<file path="src/rtl/lockstep_pkg.sv">
// rtl/lockstep_pkg.sv - shared state encoding and default parameters for lockstep mode control
package lockstep_pkg;

    typedef enum logic [2:0] {
        ST_NORMAL    = 3'd0,
        ST_DRAIN_IN  = 3'd1,
        ST_LOCKSTEP  = 3'd2,
        ST_DRAIN_OUT = 3'd3,
        ST_ERROR     = 3'd4
    } ls_state_e;

    localparam int unsigned LS_NB_CORES      = 8;
    localparam int unsigned LS_OUTST_W       = 2;
    localparam int unsigned LS_DRAIN_TIMEOUT = 256;
    localparam int unsigned LS_ERR_CNT_W     = 16;

    // States in which the drain timer runs
    function automatic logic is_drain(input ls_state_e st);
        return (st == ST_DRAIN_IN) || (st == ST_DRAIN_OUT);
    endfunction

endpackage

</file>
<file path="src/rtl/lockstep_outst_cnt.sv">
// rtl/lockstep_outst_cnt.sv - per-core saturating outstanding-transaction counter
module lockstep_outst_cnt
    import lockstep_pkg::*;
#(
    parameter int unsigned OUTST_W = LS_OUTST_W
) (
    input  logic clk_i,
    input  logic rst_i,
    input  logic inc_i,
    input  logic dec_i,
    output logic zero_o
);

    localparam logic [OUTST_W-1:0] CNT_MAX = '1;

    logic [OUTST_W-1:0] cnt;

    // Issue and return in the same cycle cancel; both ends saturate
    always_ff @(posedge clk_i) begin
        if (rst_i) begin
            cnt <= '0;
        end else if (inc_i && !dec_i && cnt != CNT_MAX) begin
            cnt <= cnt + OUTST_W'(1);
        end else if (dec_i && !inc_i && cnt != '0) begin
            cnt <= cnt - OUTST_W'(1);
        end
    end

    assign zero_o = (cnt == '0);

endmodule

</file>
<file path="src/rtl/lockstep_mode_ctrl.sv">
// rtl/lockstep_mode_ctrl.sv - drains core TCDM traffic and switches between independent and lockstep mode
module lockstep_mode_ctrl
    import lockstep_pkg::*;
#(
    parameter int unsigned NB_CORES      = LS_NB_CORES,
    parameter int unsigned OUTST_W       = LS_OUTST_W,
    parameter int unsigned DRAIN_TIMEOUT = LS_DRAIN_TIMEOUT,
    parameter int unsigned ERR_CNT_W     = LS_ERR_CNT_W
) (
    input  logic                 clk_i,
    input  logic                 rst_i,
    input  logic                 mode_req_i,
    input  logic                 err_clr_i,
    input  logic [NB_CORES-1:0]  core_req_i,
    input  logic [NB_CORES-1:0]  core_gnt_i,
    input  logic [NB_CORES-1:0]  core_rvalid_i,
    input  logic                 mismatch_i,
    output logic [NB_CORES-1:0]  core_halt_o,
    output logic                 lockstep_mode_o,
    output logic                 busy_o,
    output logic                 err_irq_o,
    output logic [ERR_CNT_W-1:0] err_cnt_o,
    output logic                 timeout_o
);

    localparam int unsigned TMR_W = $clog2(DRAIN_TIMEOUT + 1);
    localparam logic [TMR_W-1:0] TMR_LAST = TMR_W'(DRAIN_TIMEOUT - 1);

    ls_state_e            state, state_next;
    logic [NB_CORES-1:0]  cnt_zero;
    logic                 idle;
    logic [TMR_W-1:0]     drain_tmr;
    logic                 tmr_expired;
    logic                 to_event;
    logic                 mm_event;
    logic [NB_CORES-1:0]  halt_d;
    logic                 lock_d;
    logic                 busy_d;
    logic                 irq_d;

    for (genvar i = 0; i < NB_CORES; i++) begin : g_cnt
        lockstep_outst_cnt #(
            .OUTST_W (OUTST_W)
        ) u_cnt (
            .clk_i  (clk_i),
            .rst_i  (rst_i),
            .inc_i  (core_req_i[i] & core_gnt_i[i]),
            .dec_i  (core_rvalid_i[i]),
            .zero_o (cnt_zero[i])
        );
    end

    assign idle        = (&cnt_zero) && (core_req_i == '0);
    assign tmr_expired = (drain_tmr == TMR_LAST);

    // State and registered outputs; outputs are loaded from the upcoming state
    always_ff @(posedge clk_i) begin
        if (rst_i) begin
            state           <= ST_NORMAL;
            core_halt_o     <= '0;
            lockstep_mode_o <= 1'b0;
            busy_o          <= 1'b0;
            err_irq_o       <= 1'b0;
        end else begin
            state           <= state_next;
            core_halt_o     <= halt_d;
            lockstep_mode_o <= lock_d;
            busy_o          <= busy_d;
            err_irq_o       <= irq_d;
        end
    end

    // Transition rules; cancel beats idle, idle beats timeout, mismatch beats exit request
    always_comb begin
        state_next = state;
        to_event   = 1'b0;
        mm_event   = 1'b0;
        case (state)
            ST_NORMAL: begin
                if (mode_req_i) state_next = ST_DRAIN_IN;
            end
            ST_DRAIN_IN: begin
                if (!mode_req_i) begin
                    state_next = ST_NORMAL;
                end else if (idle) begin
                    state_next = ST_LOCKSTEP;
                end else if (tmr_expired) begin
                    state_next = ST_NORMAL;
                    to_event   = 1'b1;
                end
            end
            ST_LOCKSTEP: begin
                if (mismatch_i) begin
                    state_next = ST_ERROR;
                    mm_event   = 1'b1;
                end else if (!mode_req_i) begin
                    state_next = ST_DRAIN_OUT;
                end
            end
            ST_DRAIN_OUT: begin
                if (idle) begin
                    state_next = ST_NORMAL;
                end else if (tmr_expired) begin
                    state_next = ST_NORMAL;
                    to_event   = 1'b1;
                end
            end
            ST_ERROR: begin
                if (err_clr_i) state_next = ST_DRAIN_OUT;
            end
            default: state_next = ST_NORMAL;
        endcase
    end

    // Output values implied by the upcoming state
    always_comb begin
        halt_d = '0;
        lock_d = 1'b0;
        busy_d = 1'b0;
        irq_d  = 1'b0;
        case (state_next)
            ST_DRAIN_IN: begin
                halt_d = '1;
                busy_d = 1'b1;
            end
            ST_LOCKSTEP: begin
                lock_d = 1'b1;
            end
            ST_DRAIN_OUT: begin
                halt_d = '1;
                lock_d = 1'b1;
                busy_d = 1'b1;
            end
            ST_ERROR: begin
                halt_d = '1;
                lock_d = 1'b1;
                busy_d = 1'b1;
                irq_d  = 1'b1;
            end
            default: ;
        endcase
    end

    // Drain timer restarts on every state change and advances while draining
    always_ff @(posedge clk_i) begin
        if (rst_i || state_next != state) begin
            drain_tmr <= '0;
        end else if (is_drain(state)) begin
            drain_tmr <= drain_tmr + TMR_W'(1);
        end
    end

    // Saturating mismatch counter
    always_ff @(posedge clk_i) begin
        if (rst_i) begin
            err_cnt_o <= '0;
        end else if (mm_event && err_cnt_o != '1) begin
            err_cnt_o <= err_cnt_o + ERR_CNT_W'(1);
        end
    end

    // Sticky timeout flag; a fresh timeout wins over a same-cycle clear
    always_ff @(posedge clk_i) begin
        if (rst_i) begin
            timeout_o <= 1'b0;
        end else if (to_event) begin
            timeout_o <= 1'b1;
        end else if (err_clr_i) begin
            timeout_o <= 1'b0;
        end
    end

endmodule

</file>
<file path="config.mk">
export PLATFORM = sky130hd
export DESIGN_NAME = lockstep_mode_ctrl
export DESIGN_NICKNAME = d
export VERILOG_FILES = /design/src/rtl/lockstep_pkg.sv /design/src/rtl/lockstep_outst_cnt.sv /design/src/rtl/lockstep_mode_ctrl.sv
export SDC_FILE = /design/constraint.sdc
export NUM_CORES = 1
export LEC_CHECK = 0
export ABC_AREA = 1
export CORE_MARGIN = 2
export CORE_UTILIZATION = 45
export CTS_BUF_LIST = sky130_fd_sc_hd__clkbuf_16
export DETAILED_ROUTE_END_ITERATION = 10
export HOLD_SLACK_MARGIN = 0.06
export MAX_ROUTING_LAYER = met4
export PLACE_DENSITY = 0.86
export SETUP_SLACK_MARGIN = 0.1
export SLEW_MARGIN = 5
export SYNTH_ARGS = -nofsm -noshare
export SYNTH_HDL_FRONTEND = slang
export SYNTH_SLANG_ARGS = --single-unit
</file>
<file path="constraint.sdc">
create_clock -name clk_i -period 1.7 [get_ports clk_i]
set_clock_uncertainty 0.2 [all_clocks]
set_input_delay 0.34 -clock clk_i [delete_from_list [all_inputs] [get_ports clk_i]]
set_output_delay 0.34 -clock clk_i [all_outputs]
set_load 0.02 [all_outputs]
</file>
==> results of run 1 <==
[power groups by stage]
| stage | registers [W] | clock network, W | logic, W |
|---|---|---|---|
| floorplan | 0.00120 | 0 | 0.000187 |
| global placement | 0.00119 | 0 | 0.000375 |
| detailed placement | 0.00119 | 0 | 0.000388 |
| CTS | 0.00117 | 0.000943 | 0.000393 |
| global route | 0.00117 | 0.000996 | 0.000481 |
| finish | 0.00117 | 0.000937 | 0.000444 |
[cells by family (layout without fill, tap and decap cells)]
group / Yosys count / in the layout / share of synthesized area (%)
AO/OA/AOI/OAI: 67 / 67 / 14.9
XOR/XNOR: 9 / 9 / 3.09
adder cells (fa/ha/maj): 3 / 3 / 1.47
buffers and inverters: 62 / 186 / 10.4
flip-flops: 48 / 48 / 37.6
AND/OR/NAND/NOR: 177 / 178 / 32.5
[per-layer routing]
layer / share of wire [%] / track usage, % / vias to the layer above
met2: 50 / 45.4 / 197
met3: 7.8 / 6.02 / 65
met1: 36 / 27.1 / 1447
met5: 0 / - / -
li1: - / - / 1463
met4: 6.2 / 12.4 / 0
[state kept, by name, summed over array words and instances (netlist names)]
| name | flops |
|---|---|
| core_halt_o | 1 |
| drain_tmr | 9 |
| err_cnt_o | 16 |
| err_irq_o | 1 |
| g_cnt.u_cnt.cnt | 16 |
| lockstep_mode_o | 1 |
| state | 3 |
| timeout_o | 1 |
[synth_stat cells (2+ instances only)]
master	instances	area (µm²)
nand3_2	2	20.0
nand2_1	67	251
o21ai_0	20	100
nor2_1	50	188
nor3b_1	9	67.6
nand3_1	19	95.1
o21ai_1	2	10.0
inv_1	48	180
clkbuf_1	3	11.3
a21oi_1	32	160
ha_1	3	37.5
buf_4	8	60.1
a311oi_1	8	70.1
xnor2_1	5	43.8
xor2_1	4	35.0
nor3_1	13	65.1
nand4_1	7	43.8
nor4_1	2	12.5
dfxtp_1	48	961
nor2_2	2	12.5
[critical path: cells and delay by family (launching register included)]
| family | cells | cell delay, ps |
|---|---|---|
| buffers and inverters | 2 | 100 |
| AND/OR/NAND/NOR | 10 | 960 |
| adder cells (fa/ha/maj) | 2 | 370 |
| flip-flops | 1 | 350 |
[per-stage QoR]
step           instance area (µm²)  total power (W)  instances  utilization [%]
2_1_floorplan                 2610          0.00139        366                -
3_3_place_gp                  3580          0.00157        536             65.0
3_5_place_dp                  3580          0.00158        536             65.0
4_1_cts                       3920          0.00250        551             71.3
5_1_grt                       4180          0.00265        563             75.9
6_report                      4180          0.00255        563             75.9
[final cells by class]
cell class | instances | area (µm²) | share of cell area, %
clock buffer | 5 | 125 | 2.99
multi-input combinational | 257 | 1660 | 39.8
tap | 72 | 90.1 | 2.16
clock inverter | 3 | 12.5 | 0.299
timing repair buffer | 128 | 1100 | 26.3
inverter | 50 | 195 | 4.67
sequential | 48 | 992 | 23.7
[layout by cell type (no fill, tap or decap), drive strengths merged, types with 2 or more instances in the layout]
cell type and count:
ha 3, xnor2 5, o21ai 22, clkdlybuf4s15 11
clkdlybuf4s50 28, a311oi 8, clkbuf 12, nand4 9
a21oi 33, dlygate4sd2 10, nor3b 10, nor4 2
nand3 21, nor2 53, xor2 4, buf 72
nor3 14, nand2 68, inv 52, dfxtp 48
[worst paths after layout]
path / start / end / slack [ps]
worst max register to register: drain_tmr[0] / drain_tmr[0] / -370
worst max-delay path: drain_tmr[0] / drain_tmr[0] / -370
worst min-delay path: timeout_o / timeout_o / 280
worst min register to register: timeout_o / timeout_o / 280
[what timing repair did]
action | in CTS | in global routing
cloned | 1 | 0
setup buffers | 7 | 12
pin swaps | 20 | 28
gates resized for setup | 91 | 66
endpoints found under the setup margin | 57 | 48
==> reports/results.txt, run 1 <==
Status: finished, violations left
CTS tree: yes
Setup TNS: -5630 ps
Post-synth EDFFs: 0
Starting density of the core: 46.4%
Core Rows: 27
DRT Pass-1 Iters: 5
Hold-fix buffers, CTS: 0
CP max-delay cell: dfxtp_2
Max clock buf depth: 2
Die footprint: 6290 µm²
DRT Wirelength: 9050 µm
Worst Tran Pin Value: 395 ps
Vias in the first global route: 2838
Worst hold path depth: 2
Overall routing resource usage: 25.8%
WL per Instance: 16.1 µm
Yosys warns: 0
Max-slew violation count: 0
Crit path cell chain: ha_4, inv_4, nor2_4, nand2_2, nor2_2, ha_2, inv_2, nand2_2, nand2_2, nand2_2, nand2_2, nand2_4, nand4_4, nor2_1
Post-Place Worst Slack: -431 ps
Finish-stage setup viols: 29
Die W: 79.3 µm
Critical Path Fanout Max: 5
Vias per cell: 5.63
Mapped Area: 2550 µm²
Final critical-path setup slack: -369 ps
RSZ-0062 raised after global routing: yes
R2R depth: 14
Rel. slew slack: 73.4%
Internal: 0.00190 W
Failing checks: negative setup slack
Required time worst endpoint: 1720 ps
CP startpoint kind: register
Fin crit period: 2070 ps
Largest net degree at the start of global routing: 17
Clk_lat worst skew: 290 ps
FMAX: 0.483 GHz
Seq cells post-synth: 48
Clock transition at path regs: 60 ps
Clk pwr share: 36.8%
Net Switching: 0.000648 W
Sequential share of the synthesized area: 37.6%
Part of the power in registers: 45.8%
Overflow after GRT: 0
First-pass GRT wire length: 12500 µm
Peak supply drop: 0.000484 V
Vias: 3172
CP endpoint kind: register
Sink Count: 48
Die Y: 79.3 µm
WS Path Type: register to register
Fillers: 375
Post-layout nets: 522
Slowest stage delay, CP: 350 ps
Final hold vios: 0
Leakage Power: 1.68 nW
Yosys cell types: 34
I/O Buffers: 56
Syn_area_per_cell: 6.97 µm²
Htree depth: 2
Hold Path Class: register to register
Tcrit/Tclk final: 122%
Most common cell on crit path: nand2_2
Core outline area: 5510 µm²
Crit path DAT: 2090 ps
Residual DRC: 0
Num CTS Buffers: 5
Post-Syn Instances: 366
Max_cap viols: 0
Initial drt markers: 238
Post-synth ARST share: 0%
Cell Pwr Density: 610 nW/µm²
DRT antenna net count: 0
Synth Flop Type: dfxtp_1
Post-Syn Nets: 398
Worst hold margin: 284 ps
CTS root buf: clkbuf_16
Net Sw Frac: 25.4%
Comb pwr share: 17.4%
Initial antenna violation count: 0
HPWL after DPL: 4880 µm
N_diodes: 0
Share of cells above drive strength 1: 37.1%
Area grow syn2layout: 63.7%
Final Wtd Congestion: 0.884
Ports: 57
Power figures use the tool's default switching activity.
==> run 2, diff against run 1 <==
- CORE_UTILIZATION: 45 -> 47
- CTS_CLUSTER_DIAMETER: unset -> 60
- PLACE_DENSITY: 0.86 -> 0.88
- SYNTH_HIERARCHICAL: unset -> 1
==> run 2 against run 1 <==
Against the previous run:
- the run still ends with negative setup slack left
- sequential share of layout area is 0.65 points lower
- core utilization down 3.3 points
- critical path depth decreased by 3
- first-iteration DRC count decreased by 43%
- design area grew 2.2%
- clock power increased by 14%
- flip-flop and latch count did not move
- via count decreased by 0.98%
- register-to-register slack improved by 120 ps
- worst hold slack better by 1.8 ps
- critical path type unchanged
- critical endpoint is now lockstep_mode_o
- largest cell class unchanged
- largest power group unchanged
- highest routed layer unchanged
==> reports/results.txt, run 2 <==
Required time worst endpoint: 1690 ps (was 1720 ps)
Initial antenna violation count: 0 (unchanged)
Starting density of the core: 48.1% (was 46.4%)
Worst Tran Pin Value: 323 ps (was 395 ps)
Critical path depth in cells: 11 (was 14)
Most frequent cells in the layout: nand2_1 (84), inv_1 (83), nor2_1 (41) (was buf_4 (63), nand2_1 (54), inv_1 (45))
Htree depth: 2 (unchanged)
Commonest cells post-synth: nand2_1 (101), inv_1 (85), dfxtp_1 (48), nor2_1 (48), nand3_1 (33) (was nand2_1 (67), nor2_1 (50), dfxtp_1 (48), inv_1 (48), a21oi_1 (32))
Tcrit/Tclk final: 114% (was 122%)
WL per Instance: 13.9 µm (was 16.1 µm)
R2r setup slk: -240 ps (was -370 ps)
Hold Path Class: register to register (unchanged)
First-pass GRT wire length: 12300 µm (was 12500 µm)
I/O Buffers: 56 (unchanged)
Die W: 81.6 µm (was 79.3 µm)
CP endpoint kind: register (unchanged)
Num CTS Buffers: 5 (unchanged)
Biggest regs: err_cnt_o (16), g_cnt.u_cnt/cnt (16), drain_tmr (9) (was err_cnt_o (16), g_cnt.u_cnt.cnt (16), drain_tmr (9))
Synth Flop Type: dfxtp_1 (unchanged)
Yosys warns: 6 (was 0)
Core outline area: 5890 µm² (was 5510 µm²)
WS Path Type: register to register (unchanged)
DRT Pass-1 Iters: 5 (unchanged)
CTS tree: yes (unchanged)
Yosys cell types: 29 (was 34)
Reg-to-reg startpoint: drain_tmr[3] (was drain_tmr[0])
Critical Path Fanout Max: 2 (was 5)
Largest net degree at the start of global routing: 20 (was 17)
Rel. slew slack: 78.4% (was 73.4%)
Seq cells post-synth: 48 (unchanged)
Syn_area_per_cell: 6.37 µm² (was 6.97 µm²)
Die footprint: 6660 µm² (was 6290 µm²)
N_diodes: 0 (unchanged)
Fin crit period: 1940 ps (was 2070 ps)
Final critical-path setup slack: -244 ps (was -369 ps)
Yosys top cell area share: 34.0% (was 37.6%)
Tot Pwr: 0.00261 W (was 0.00255 W)
Largest cells by area after synthesis: dfxtp_1 (34%), nand2_1 (13%), inv_1 (11%) (was dfxtp_1 (38%), nand2_1 (9.9%), nor2_1 (7.4%))
Clock transition at path regs: 70 ps (was 60 ps)
Max-slew violation count: 0 (unchanged)
Fillers: 437 (was 375)
Max_cap viols: 0 (unchanged)
R2R depth: 11 (was 14)
Core Rows: 28 (was 27)
Cell Pwr Density: 612 nW/µm² (was 610 nW/µm²)
Peak supply drop: 0.000622 V (was 0.000484 V)
CP startpoint kind: register (unchanged)
Area grow syn2layout: 51.0% (was 63.7%)
Sequential share of the synthesized area: 34.0% (was 37.6%)
CP delay by family, top: simple AND/OR/NAND/NOR gates (unchanged)
Worst hold path depth: 2 (unchanged)
Finish-stage setup viols: 16 (was 29)
DRT Wirelength: 8480 µm (was 9050 µm)
RSZ-0062 raised after global routing: yes (unchanged)
Post-layout nets: 567 (was 522)
Post-synth EDFFs: 0 (unchanged)
Post-Layout Cell Count: 611 (was 563)
Worst hold margin: 286 ps (was 284 ps)
Buffers & Inverters on Critical Path: 2 (unchanged)
Clk_lat worst skew: 300 ps (was 290 ps)
Overflow after GRT: 0 (unchanged)
Mapped Area: 2830 µm² (was 2550 µm²)
Post-placement cell count: 589 (was 536)
Critical path capture point: lockstep_mode_o (was drain_tmr[0])
R2r endpoint: lockstep_mode_o (was drain_tmr[0])
CTS root buf: clkbuf_16 (unchanged)
Die Y: 81.6 µm (was 79.3 µm)
Initial drt markers: 135 (was 238)
FMAX: 0.514 GHz (was 0.483 GHz)
Slowest stage delay, CP: 360 ps (was 350 ps)
Final Wtd Congestion: 0.903 (was 0.884)
HPWL after DPL: 5100 µm (was 4880 µm)
Failing checks: negative setup slack (unchanged)
DRT antenna net count: 0 (unchanged)
Post-Syn Instances: 444 (was 366)
Cell taking the most area after synthesis: dfxtp_1 (unchanged)
Post-Syn Nets: 476 (was 398)
Max clock buf depth: 2 (unchanged)
Top-count cell post-synth: nand2_1 (unchanged)
Post-synth ARST share: 0% (unchanged)
Worst Setup SP: drain_tmr[3] (was drain_tmr[0])
Vias in the first global route: 3049 (was 2838)
Vias: 3141 (was 3172)
Vias per cell: 5.14 (was 5.63)
CP max-delay cell: dfxtp_1 (was dfxtp_2)
Sink Count: 48 (unchanged)
Residual DRC: 0 (unchanged)
Most common cell on crit path: nand2_2 (unchanged)
Final hold vios: 0 (unchanged)
Setup TNS: -2590 ps (was -5630 ps)
Crit path DAT: 1930 ps (was 2090 ps)
Leakage Power: 1.96 nW (was 1.68 nW)
Crit path cell chain: nand2_2, nor4_4, and3_1, ha_2, buf_4, buf_6, o21ai_1, nand4_1, nand2_1, nand2_2, nand2_2 (was ha_4, inv_4, nor2_4, nand2_2, nor2_2, ha_2, inv_2, nand2_2, nand2_2, nand2_2, nand2_2, nand2_4, nand4_4, nor2_1)
Ports: 57 (unchanged)
Share of cells above drive strength 1: 30.6% (was 37.1%)
Status: finished, violations left (unchanged)
Overall routing resource usage: 24.3% (was 25.8%)
Commonest non-fill, non-tap cell in the layout: nand2_1 (was buf_4)
[run 2: cell types whose count changed in the layout (fill, tap and decap cells not counted), moves of 10 or more]
cell	before	now
inv_1	45	83
buf_4	63	31
nand2_1	54	84
a21oi_1	28	14
nand2_4	2	14
nand3_1	13	24
nand2_2	12	22
[run 2: what timing repair did]
item,in CTS,in global routing
hold buffers,0,0
pin swaps,11,15
setup buffers,9,4
resized for setup,97,59
gates cloned,2,0
setup endpoints to repair,57,45
[run 2: how the worst min path moves through the flow]
stage                                      from                    end
final                     g_cnt[0].u_cnt/cnt[0]  g_cnt[0].u_cnt/cnt[1]
after global routing      g_cnt[0].u_cnt/cnt[0]  g_cnt[0].u_cnt/cnt[1]
after CTS                             timeout_o              timeout_o
after detailed placement              timeout_o              timeout_o
after global placement                timeout_o              timeout_o
after floorplan                           rst_i              timeout_o
[run 2: final cells by class]
class,instances,area (µm²),area share (%)
repair buffers,94,890,20.8
multi-input cells,297,1790,42.0
clock buffers,6,150,3.52
clock inverters,2,7.51,0.176
well taps,75,93.8,2.20
flip-flops and latches,48,986,23.1
inverters,89,349,8.17
[run 2: per-stage QoR]
stage / area, µm² / setup WS [ps] / util, %
final: 4270 / -244 / 72.6
after global routing: 4270 / -323 / 72.6
after CTS: 4060 / -192 / 68.9
after detailed placement: 3660 / -341 / 62.2
after global placement: 3660 / -280 / 62.2
after floorplan: 2890 / -81.9 / -
[run 2: cell families after synthesis]
family | Yosys count | synth area share, %
AND/OR/NAND/NOR | 222 | 34.5
buffers and inverters | 100 | 15.0
flip-flops | 48 | 34.0
AO/OA/AOI/OAI | 57 | 10.8
XOR/XNOR | 14 | 4.33
adder cells (fa/ha/maj) | 3 | 1.33
[run 2: power by group]
part	total, W	switching, W	internal, W	leakage (nW)
registers	0.00117	0.0000183	0.00115	0.397
clock network	0.00107	0.000446	0.000626	0.0771
logic	0.000377	0.000214	0.000163	1.49
total	0.00261	0.000678	0.00194	1.96
[run 2: worst min-delay path: cells and delay by family (launching register included)]
| family | cells | cell delay [ps] |
|---|---|---|
| and+or+nand+nor | 1 | 70 |
| DFF | 1 | 310 |
| AOI/OAI and AO/OA | 1 | 80 |
[run 2: layer usage]
metal / GRT usage [%] / vias up / part of all wire, %
li1: - / 1556 / -
met1: 23.9 / 1465 / 38
met2: 46.6 / 88 / 54
met3: 4.29 / 32 / 4.4
met4: 10.7 / 0 / 4.0
met5: - / - / 0
